===== src/rtl/pool_feed_pkg.sv =====
// Shared definitions for the max-pool feed sequencer: pool latency and FSM states.
package pool_feed_pkg;

    // Cycles from the last window beat on up_valid to a valid dn_data at the pool.
    localparam int POOL_LAT = 4;

    // EVEN    : buffer an even row into the line buffer.
    // ODD_TOP : replay the buffered pixel above the current column.
    // ODD_BOT : forward the incoming odd-row pixel.
    typedef enum logic [1:0] {
        EVEN    = 2'd0,
        ODD_TOP = 2'd1,
        ODD_BOT = 2'd2
    } state_t;

endpackage : pool_feed_pkg


===== src/rtl/pool_line.sv =====
// One-row line buffer: simple dual-port RAM, one write port, registered read port.
module pool_line #(
    parameter int WIDTH = 16,
    parameter int DEPTH = 256
) (
    input  logic                     clk,
    input  logic                     wr_en,
    input  logic [$clog2(DEPTH)-1:0] wr_addr,
    input  logic [WIDTH-1:0]         wr_data,
    input  logic [$clog2(DEPTH)-1:0] rd_addr,
    output logic [WIDTH-1:0]         rd_data
);

    logic [WIDTH-1:0] mem [DEPTH];

    // Write port: store the even-row pixel at its column.
    always_ff @(posedge clk) begin
        if (wr_en) begin
            mem[wr_addr] <= wr_data;
        end
    end

    // Read port: registered, so data appears the cycle after the address.
    always_ff @(posedge clk) begin
        rd_data <= mem[rd_addr];
    end

endmodule : pool_line


===== src/rtl/pool_feed.sv =====
// Reorders a row-major feature map into 2x2 stride-2 pool windows and captures
// each window maximum from the pool unit at its fixed latency.
module pool_feed
    import pool_feed_pkg::*;
#(
    parameter int NUM_WIDTH  = 16,
    parameter int MAX_WIDTH  = 256,
    parameter int MAX_HEIGHT = 256
) (
    input  logic                          clk,
    input  logic                          rst,
    input  logic [$clog2(MAX_WIDTH):0]    cfg_width,
    input  logic [$clog2(MAX_HEIGHT):0]   cfg_height,
    input  logic [NUM_WIDTH-1:0]          in_data,
    input  logic                          in_valid,
    output logic                          in_ready,
    output logic                          pool_restart,
    output logic [NUM_WIDTH-1:0]          pool_data,
    output logic                          pool_valid,
    input  logic [NUM_WIDTH-1:0]          pool_dn_data,
    output logic [NUM_WIDTH-1:0]          res_data,
    output logic                          res_valid,
    output logic                          res_last
);

    localparam int AW = $clog2(MAX_WIDTH);
    localparam int CW = AW + 1;
    localparam int CH = $clog2(MAX_HEIGHT) + 1;

    // Sequencer state and map counters
    state_t          state_reg, state_next;
    logic [CW-1:0]   col_reg, col_next;
    logic [CH-1:0]   row_reg, row_next;
    logic [CW-1:0]   width_reg, width_next;
    logic [CH-1:0]   height_reg, height_next;
    logic [CW-1:0]   eff_width;
    logic [CH-1:0]   eff_height;
    logic            first_beat;
    logic            accept;
    logic            col_end;
    logic            row_end;

    // Registered pool-side outputs plus window/map end markers travelling with them
    logic                 pool_valid_reg, pool_valid_next;
    logic                 pool_restart_reg, pool_restart_next;
    logic [NUM_WIDTH-1:0] pool_data_reg, pool_data_next;
    logic                 pool_last_reg, pool_last_next;
    logic                 pool_end_reg, pool_end_next;

    // Line buffer ports
    logic                 wr_en;
    logic [AW-1:0]        wr_addr;
    logic [AW-1:0]        rd_addr;
    logic [NUM_WIDTH-1:0] rd_data;

    // Capture pipeline: one stage per cycle of pool latency
    logic [POOL_LAT-1:0]  cap_vld_reg, cap_vld_next;
    logic [POOL_LAT-1:0]  cap_end_reg, cap_end_next;

    logic [NUM_WIDTH-1:0] res_data_reg;
    logic                 res_valid_reg;
    logic                 res_last_reg;

    pool_line #(
        .WIDTH (NUM_WIDTH),
        .DEPTH (MAX_WIDTH)
    ) u_line (
        .clk     (clk),
        .wr_en   (wr_en),
        .wr_addr (wr_addr),
        .wr_data (in_data),
        .rd_addr (rd_addr),
        .rd_data (rd_data)
    );

    // Handshake and effective geometry; the very first beat of a map uses the live cfg.
    always_comb begin
        first_beat = (state_reg == EVEN) && (col_reg == '0) && (row_reg == '0);
        eff_width  = first_beat ? cfg_width  : width_reg;
        eff_height = first_beat ? cfg_height : height_reg;
        in_ready   = !rst && ((state_reg == EVEN) || (state_reg == ODD_BOT));
        accept     = in_valid && in_ready;
        col_end    = (col_reg == eff_width - CW'(1));
        row_end    = (row_reg == eff_height - CH'(1));
    end

    // Next-state, counter and pool-beat generation.
    always_comb begin
        state_next        = state_reg;
        col_next          = col_reg;
        row_next          = row_reg;
        width_next        = width_reg;
        height_next       = height_reg;
        pool_valid_next   = 1'b0;
        pool_restart_next = 1'b0;
        pool_data_next    = pool_data_reg;
        pool_last_next    = 1'b0;
        pool_end_next     = 1'b0;
        wr_en             = 1'b0;

        case (state_reg)
            EVEN: begin
                if (accept) begin
                    wr_en = 1'b1;
                    if (first_beat) begin
                        width_next  = cfg_width;
                        height_next = cfg_height;
                    end
                    if (col_end) begin
                        col_next   = '0;
                        row_next   = row_reg + CH'(1);
                        state_next = ODD_TOP;
                    end else begin
                        col_next = col_reg + CW'(1);
                    end
                end
            end

            ODD_TOP: begin
                // Buffered pixel was addressed last cycle, so rd_data is buf[col] now.
                pool_valid_next   = 1'b1;
                pool_restart_next = ~col_reg[0];
                pool_data_next    = rd_data;
                state_next        = ODD_BOT;
            end

            ODD_BOT: begin
                if (accept) begin
                    pool_valid_next = 1'b1;
                    pool_data_next  = in_data;
                    pool_last_next  = col_reg[0];
                    state_next      = ODD_TOP;
                    if (col_end) begin
                        col_next   = '0;
                        state_next = EVEN;
                        if (row_end) begin
                            row_next      = '0;
                            pool_end_next = 1'b1;
                        end else begin
                            row_next = row_reg + CH'(1);
                        end
                    end else begin
                        col_next = col_reg + CW'(1);
                    end
                end
            end

            default: begin
                state_next = EVEN;
            end
        endcase
    end

    // The read address is the column the next cycle will work on, which
    // prefetches buf[col] ahead of every ODD_TOP cycle.
    assign wr_addr = col_reg[AW-1:0];
    assign rd_addr = col_next[AW-1:0];

    // State and counter registers.
    always_ff @(posedge clk) begin
        if (rst) begin
            state_reg  <= EVEN;
            col_reg    <= '0;
            row_reg    <= '0;
            width_reg  <= '0;
            height_reg <= '0;
        end else begin
            state_reg  <= state_next;
            col_reg    <= col_next;
            row_reg    <= row_next;
            width_reg  <= width_next;
            height_reg <= height_next;
        end
    end

    // Registered pool-side outputs.
    always_ff @(posedge clk) begin
        if (rst) begin
            pool_valid_reg   <= 1'b0;
            pool_restart_reg <= 1'b0;
            pool_data_reg    <= '0;
            pool_last_reg    <= 1'b0;
            pool_end_reg     <= 1'b0;
        end else begin
            pool_valid_reg   <= pool_valid_next;
            pool_restart_reg <= pool_restart_next;
            pool_data_reg    <= pool_data_next;
            pool_last_reg    <= pool_last_next;
            pool_end_reg     <= pool_end_next;
        end
    end

    // Capture shift register: stage 0 loads when the last window beat is on the pool inputs.
    assign cap_vld_next[0] = pool_valid_reg & pool_last_reg;
    assign cap_end_next[0] = pool_valid_reg & pool_end_reg;

    generate
        for (genvar gi = 1; gi < POOL_LAT; gi++) begin : g_cap
            assign cap_vld_next[gi] = cap_vld_reg[gi-1];
            assign cap_end_next[gi] = cap_end_reg[gi-1];
        end
    endgenerate

    // Advance the capture flags; reset flushes any pending window.
    always_ff @(posedge clk) begin
        if (rst) begin
            cap_vld_reg <= '0;
            cap_end_reg <= '0;
        end else begin
            cap_vld_reg <= cap_vld_next;
            cap_end_reg <= cap_end_next;
        end
    end

    // Sample the pool maximum when the oldest capture flag matures.
    always_ff @(posedge clk) begin
        if (rst) begin
            res_valid_reg <= 1'b0;
            res_last_reg  <= 1'b0;
            res_data_reg  <= '0;
        end else begin
            res_valid_reg <= cap_vld_reg[POOL_LAT-1];
            res_last_reg  <= cap_vld_reg[POOL_LAT-1] & cap_end_reg[POOL_LAT-1];
            if (cap_vld_reg[POOL_LAT-1]) begin
                res_data_reg <= pool_dn_data;
            end
        end
    end

    assign pool_valid   = pool_valid_reg;
    assign pool_restart = pool_restart_reg;
    assign pool_data    = pool_data_reg;
    assign res_valid    = res_valid_reg;
    assign res_last     = res_last_reg;
    assign res_data     = res_data_reg;

endmodule : pool_feed


===== config.mk =====
export PLATFORM = sky130hd
export DESIGN_NAME = pool_feed
export DESIGN_NICKNAME = d
export VERILOG_FILES = /design/src/rtl/pool_feed_pkg.sv /design/src/rtl/pool_line.sv /design/src/rtl/pool_feed.sv
export SDC_FILE = /design/constraint.sdc
export NUM_CORES = 2
export LEC_CHECK = 0
export BUFFER_PORTS_ARGS = -buffer_cell sky130_fd_sc_hd__buf_2
export CELL_PAD_IN_SITES_DETAIL_PLACEMENT = 1
export CELL_PAD_IN_SITES_GLOBAL_PLACEMENT = 2
export CORE_MARGIN = 2
export CORE_UTILIZATION = 40
export DETAILED_ROUTE_END_ITERATION = 16
export GPL_TIMING_DRIVEN = 0
export HOLD_SLACK_MARGIN = 0.06
export MAX_ROUTING_LAYER = met4
export PLACE_DENSITY_LB_ADDON = 0.1
export SYNTH_ARGS = -nofsm -noshare
export SYNTH_HDL_FRONTEND = slang
export SYNTH_HIERARCHICAL = 1
export SYNTH_SLANG_ARGS = --single-unit

===== constraint.sdc =====
create_clock -name clk -period 10.7 [get_ports clk]
set_clock_uncertainty 0.2 [all_clocks]
set_input_delay 2.14 -clock clk [delete_from_list [all_inputs] [get_ports clk]]
set_output_delay 2.14 -clock clk [all_outputs]
set_load 0.005 [all_outputs]

======== Word level (Yosys, flattened, before mapping) ========
Memory sizes are Yosys's and may differ from the RTL's. A register that Yosys moved wholly into a read port is not among the register bits.
Index checks and enable logic that the tools add are counted.
word-level totals
  register bits ........................... 84
  RAM bits ................................ 4096
  bits of input ports ..................... 53
  output and inout bits ................... 37
  word-level logic and storage cells ...... 81
  memories ................................ 1
operators by class
  $add $sub $neg .......................... 4
  equal/unequal tests ..................... 8
  mux-type cells .......................... 24
  bitwise gates (word level) .............. 8
  reductions and logical operators ........ 20
memory list
  memory      words  bits a word  read ports  clocked after memory_dff  wr ports  line             source
  u_line.mem  256    16           1           1                         1         pool_line.sv:14  logic [WIDTH-1:0] mem [DEPTH];
operator list
  operator             number
  $mux 9               8
  $pmux 16 s2          1
  $add 9x1->9 const B  2
  $eq 9x9->1           2
  $logic_not 9->1      2
  $pmux 9 s2           1
  $sub 9x1->9 const B  2
  $mux 16              1
  $mux 8               2
  $ne 2x2->1 const B   4
  $mux 1               6
  $mux 2               3
  $pmux 2 s3           1
  $reduce_and 2->1     3
  $not 1->1            5
  $reduce_and 5->1     1
  $logic_and 1x1->1    4
  $reduce_bool 2->1    2
  $reduce_or 2->1      2
  $reduce_or 4->1      1
  $and 1x1->1          3
  $reduce_and 3->1     1
  $reduce_or 3->1      1
  $eq 2x1->1 const B   1
  other kinds (5)      5

======== Logic depth before layout (Yosys ltp) ========
  depth in word-level cells ............... 10
  depth in mapped cells ................... 27

======== Cells and area by module ========
The synthesis kept the hierarchy.
by module, submodules not included
  module     instances  cells an instance  area each (um^2)  sequential area each (um^2)
  pool_line  1          7360               158714.7          123318.3
  pool_feed  1          519                4466.8            1681.6

======== Worst setup path after synthesis ========
Ideal clock, no wire load.
  path kind ............................... input port to flip-flop
  start ................................... in cfg_width[0]
  end ..................................... reg u_line.rd_data[4] (read register of u_line.mem)
  library setup time ...................... 0.127 ns
  data arrival time ....................... 5.697 ns
  setup slack ............................. 4.676 ns
  stages .................................. 18
  buffers on the path ..................... 3
  cell sequence ........................... and3_1 > nor2_1 > ha_1 > xor2_1 > a21o_1 > nand4_1 > nor4_4 > nand3_1 > a22o_1 > clkbuf_1 > inv_2 > buf_2 > clkbuf_1 > mux2_2 > a221oi_1 > o31ai_1 > o32ai_2 > nor4_2
on the way
  word-level cells in the longest chain between the ends .. 6
RTL lines
  element                line                                source
  start: declaration     pool_feed.sv:12                     input logic [$clog2(MAX_WIDTH):0] cfg_width,
  $mux 9                 n/a
  $sub 9x1->9            pool_feed.sv:83                     col_end = (col_reg == eff_width - CW'(1));
  $eq 9x9->1             pool_feed.sv:83
  $mux 9                 pool_feed.sv:109, pool_feed.sv:133
  $mux 8                 pool_feed.sv:128                    if (accept) begin
  $mux 8                 n/a
  named net col_next[3]  pool_feed.sv:32                     logic [CW-1:0] col_reg, col_next;
  end: declaration       pool_line.sv:11                     output logic [WIDTH-1:0] rd_data
The timed path passes the listed nets, and every way through them passes these cells.
A chain may end at the register's enable or synchronous reset.

======== Final worst setup path ========
  start ................................... reg col_reg[0]
  end ..................................... reg u_line.rd_data[14] (read register of u_line.mem)
on the way
  word-level cells in the longest chain between the ends .. 9
RTL lines
  element                         line                                source
  start: declaration              pool_feed.sv:32
  start signal: assignment        pool_feed.sv:169                    col_reg <= col_next;
  $logic_not 9->1                 pool_feed.sv:78                     first_beat = (state_reg == EVEN) && (col_reg == '0) && (row_reg == '0);
  $logic_and 1x1->1 (2 in a row)  pool_feed.sv:78
  $mux 9                          n/a
  $sub 9x1->9                     pool_feed.sv:83
  $eq 9x9->1                      pool_feed.sv:83
  $mux 9 *                        pool_feed.sv:109, pool_feed.sv:133
  $mux 8 *                        pool_feed.sv:128
  $mux 8 *                        n/a
  named net col_next[3]           pool_feed.sv:32
Mark *: on every way through the listed nets, which the timed path passes. The rest lies on a longest branch.

==> results.sh <==
export IMPL_outcome="finished with violations"
export IMPL_violations="max-capacitance violations, max-slew violations"
export IMPL_hold_buffers=0
export IMPL_grt_pass1_wl_um=790000
export IMPL_avgSynthCellArea_um2=20.7
export IMPL_syn_nets=7942
export IMPL_grt_start_max_net_pins=137
export IMPL_worst_slew_pin_slew_ns=1.64
export IMPL_cts_reportedPaths_clkPinSlew_ns=0.06
export IMPL_hold_viol=0
export IMPL_drive_gt1_frac=0.273
export IMPL_dpl_hpwl_um=411000
export IMPL_ir_drop_mv=0.138
export IMPL_cts_sinks=4196
export IMPL_endpoint_kind="register"
export IMPL_post_route_min_period_ns=10.47
export IMPL_fp_coreArea_um2=406000
export IMPL_syn_to_final_growth_pct=17.7
export IMPL_setup_violations_final=0
export IMPL_cts_buffers=456
export IMPL_portBuffers=88
export IMPL_first_pass_iters=5
export IMPL_track_usage=0.290
export IMPL_worst_endpoint_required_ns=11.26
export IMPL_cts_tree="built"
export IMPL_grt_pass1_vias=88600
export IMPL_cp_top_family="buffers and inverters"
export IMPL_vias_per_cell=6.14
export IMPL_p_leak_nw=59.4
export IMPL_start_util=0.402
export IMPL_dr_total_vias=89600
export IMPL_layout_nets=8790
export IMPL_finalCritPeriodShare=0.979
export IMPL_synth_area_top_cells="edfxtp_1, mux4_2, mux2i_1, o221ai_1, dfxtp_1"
export IMPL_wl_per_cell_um=40.3
export IMPL_ys_ff_latch=4196
export IMPL_yosys_area_top_type_share=0.754
export IMPL_fin_hold_ws_ns=0.237
export IMPL_drt_initial_drc_count=11700
export IMPL_cp_data_arrival_time_ns=11.04
export IMPL_antenna_found_initial=39
export IMPL_cts_root_buffer="clkbuf_16"
export IMPL_postCtsSetupBuffers=0
export IMPL_final_util=0.473
export IMPL_cp_depth=23
export IMPL_cts_resized=1
export IMPL_slew_headroom=-0.0923
export IMPL_final_max_slew_viol_count=43
export IMPL_clk_latency_ns=1.01
export IMPL_critPathLaunchType="register"
export IMPL_slowest_stage="o32ai_1"
export IMPL_power_mw=37.2
export IMPL_ys_warn_count=6
export IMPL_critPathMaxFanout=10
export IMPL_die_area_um2=413000
export IMPL_ys_async_sr_fraction=0
export IMPL_power_per_cell_area_nw_per_um2=194
export IMPL_gr_total_overflow=0
export IMPL_whs_endpoint="res_last"
export IMPL_min_delay_path_depth=1
export IMPL_critical_path_class="register to register"
export IMPL_place_congestion=0.944
export IMPL_hold_path_class="register to register"
export IMPL_yosysSeqAreaShare=0.766
export IMPL_critPathLaunch="col_reg[0]"
export IMPL_die_width_um=643
export IMPL_largest_reg_flops=4096
export IMPL_num_rows=234
export IMPL_min_delay_start="cap_end_reg[3]"
export IMPL_max_freq_ghz=0.0955
export IMPL_fillers=36700
export IMPL_synth_top_flop_cell="edfxtp_1"
export IMPL_r2r_end="u_line/rd_data[14]"
export IMPL_max_flop_register="u_line/mem"
export IMPL_htreeDepth=5
export IMPL_slowest_delay_ns=0.81
export IMPL_synth_cell_types=73
export IMPL_rsz0062_at_grt="no"
export IMPL_reg2reg_depth=23
export IMPL_crit_chain="inv_1 > ha_1 > nor3b_1 > nand3_1 > nor2_2 > buf_2 > mux2i_1 > ha_1 > xor2_1 > a21o_1 > nand4_1 > nor4_4 > nand3_1 > a22o_1 > clkbuf_1 > inv_2 > buf_2 > buf_1 > mux2_2 > a221oi_1 > o31ai_1 > o32ai_1 > nor4_1"
export IMPL_io_pin_count=90
export IMPL_routed_wl_um=588000
export IMPL_reg2reg_from="col_reg[0]"
export IMPL_fp_dieH_um=643
export IMPL_place_area_um2=177000
export IMPL_cts_path_max_buffers=4
export IMPL_synth_edf_count=4096
export IMPL_yosysTopAreaCell="edfxtp_1"
export IMPL_fin_tns_setup_ns=0
export IMPL_cp_num_buf_inv=6
export IMPL_reg2reg_slack_ns=0.23
export IMPL_syn_inst=7879
export IMPL_fin_area_um2=192000
export IMPL_drcViolationCount=0
export IMPL_synthesis_area_um2=163000
export IMPL_drv_cap=8
export IMPL_ant_nets=0
## per-stage QoR
step / worst slack, ns / std cells
after floorplan: 4.68 / 7879
after global placement: -1.68 / 13400
after detailed placement: -0.219 / 13700
after CTS: 0.0274 / 14600
after global routing: 0.0209 / 14600
final: 0.229 / 14600
## layer usage
| metal | part of all wire | GRT usage | wire length, um | up-vias |
|---|---|---|---|---|
| met1 | 0.43 | 0.410 | 251000 | 49700 |
| met3 | 0.082 | 0.0474 | 48100 | 756 |
| met4 | 0.031 | 0.0778 | 18400 | 0 |
| li1 | - | - | - | 35000 |
| met2 | 0.46 | 0.436 | 271000 | 4126 |
| met5 | 0 | - | 0 | - |
## cell families (layout without fill, tap and decap cells)
logic type | count (synthesis) | in the layout | share of synthesized area
flops | 4196 | 4196 | 0.766
mux | 1495 | 1495 | 0.154
compound gates | 885 | 885 | 0.0386
simple gates | 769 | 769 | 0.0221
buf+inv | 498 | 1743 | 0.0176
xor+xnor | 26 | 26 | 0.00148
fa+ha+maj | 10 | 10 | 0.000767
other cells | 0 | 24 | 0
## synthesized netlist by cell type, drive strengths merged (20+ instances only)
master / instances
nor4: 24
o31ai: 22
mux2: 90
mux2i: 608
a221oi: 28
nor2: 365
o221ai: 253
edfxtp: 4096
clkbuf: 253
nand4: 32
o22ai: 150
a22oi: 44
o32ai: 21
nor2b: 20
o21ai: 49
a22o: 33
mux4: 797
and3: 21
buf: 233
nand2: 83
nand3: 52
a211oi: 43
dfxtp: 100
nor3: 111
a21oi: 202
## final cells by class
class	instances	area, um^2	area share
buffer	486	2880	0.0150
antenna	24	60.1	0.000313
clock inverter	292	3070	0.0160
clock buffer	563	12000	0.0624
multi-input combinational	3185	36200	0.189
timing repair buffer	390	5930	0.0309
inverter	12	45.0	0.000235
tap	5428	6790	0.0354
sequential	4196	125000	0.651
## layout by cell type (no fill, tap or decap), types with 86 or more instances in the layout
cell type	count
o221ai_1	252
clkbuf_1	319
dfxtp_1	100
a21oi_1	202
mux4_2	797
clkinv_2	106
nor3_1	105
buf_6	100
nor2_1	108
edfxtp_1	4096
mux2_2	90
buf_2	156
buf_8	208
clkbuf_16	462
o22ai_1	150
nor2_2	239
clkinv_1	86
mux2i_1	608
## how the worst max path moves through the flow
| stage | end | slack, ns |
|---|---|---|
| floorplan | u_line/rd_data[4] | 4.68 |
| global placement | u_line/rd_data[3] | -1.68 |
| detailed placement | u_line/rd_data[14] | -0.22 |
| CTS | u_line/rd_data[15] | 0.03 |
| global route | u_line/rd_data[7] | 0.02 |
| finish | u_line/rd_data[14] | 0.23 |
## where the power goes
part / internal (mW) / total, mW / switching (mW)
Combinational: 1.10 / 3.07 / 1.97
Sequential: 18.1 / 18.1 / 0.0226
Clock: 9.30 / 16.0 / 6.71
(Power assumes the default switching activity.)
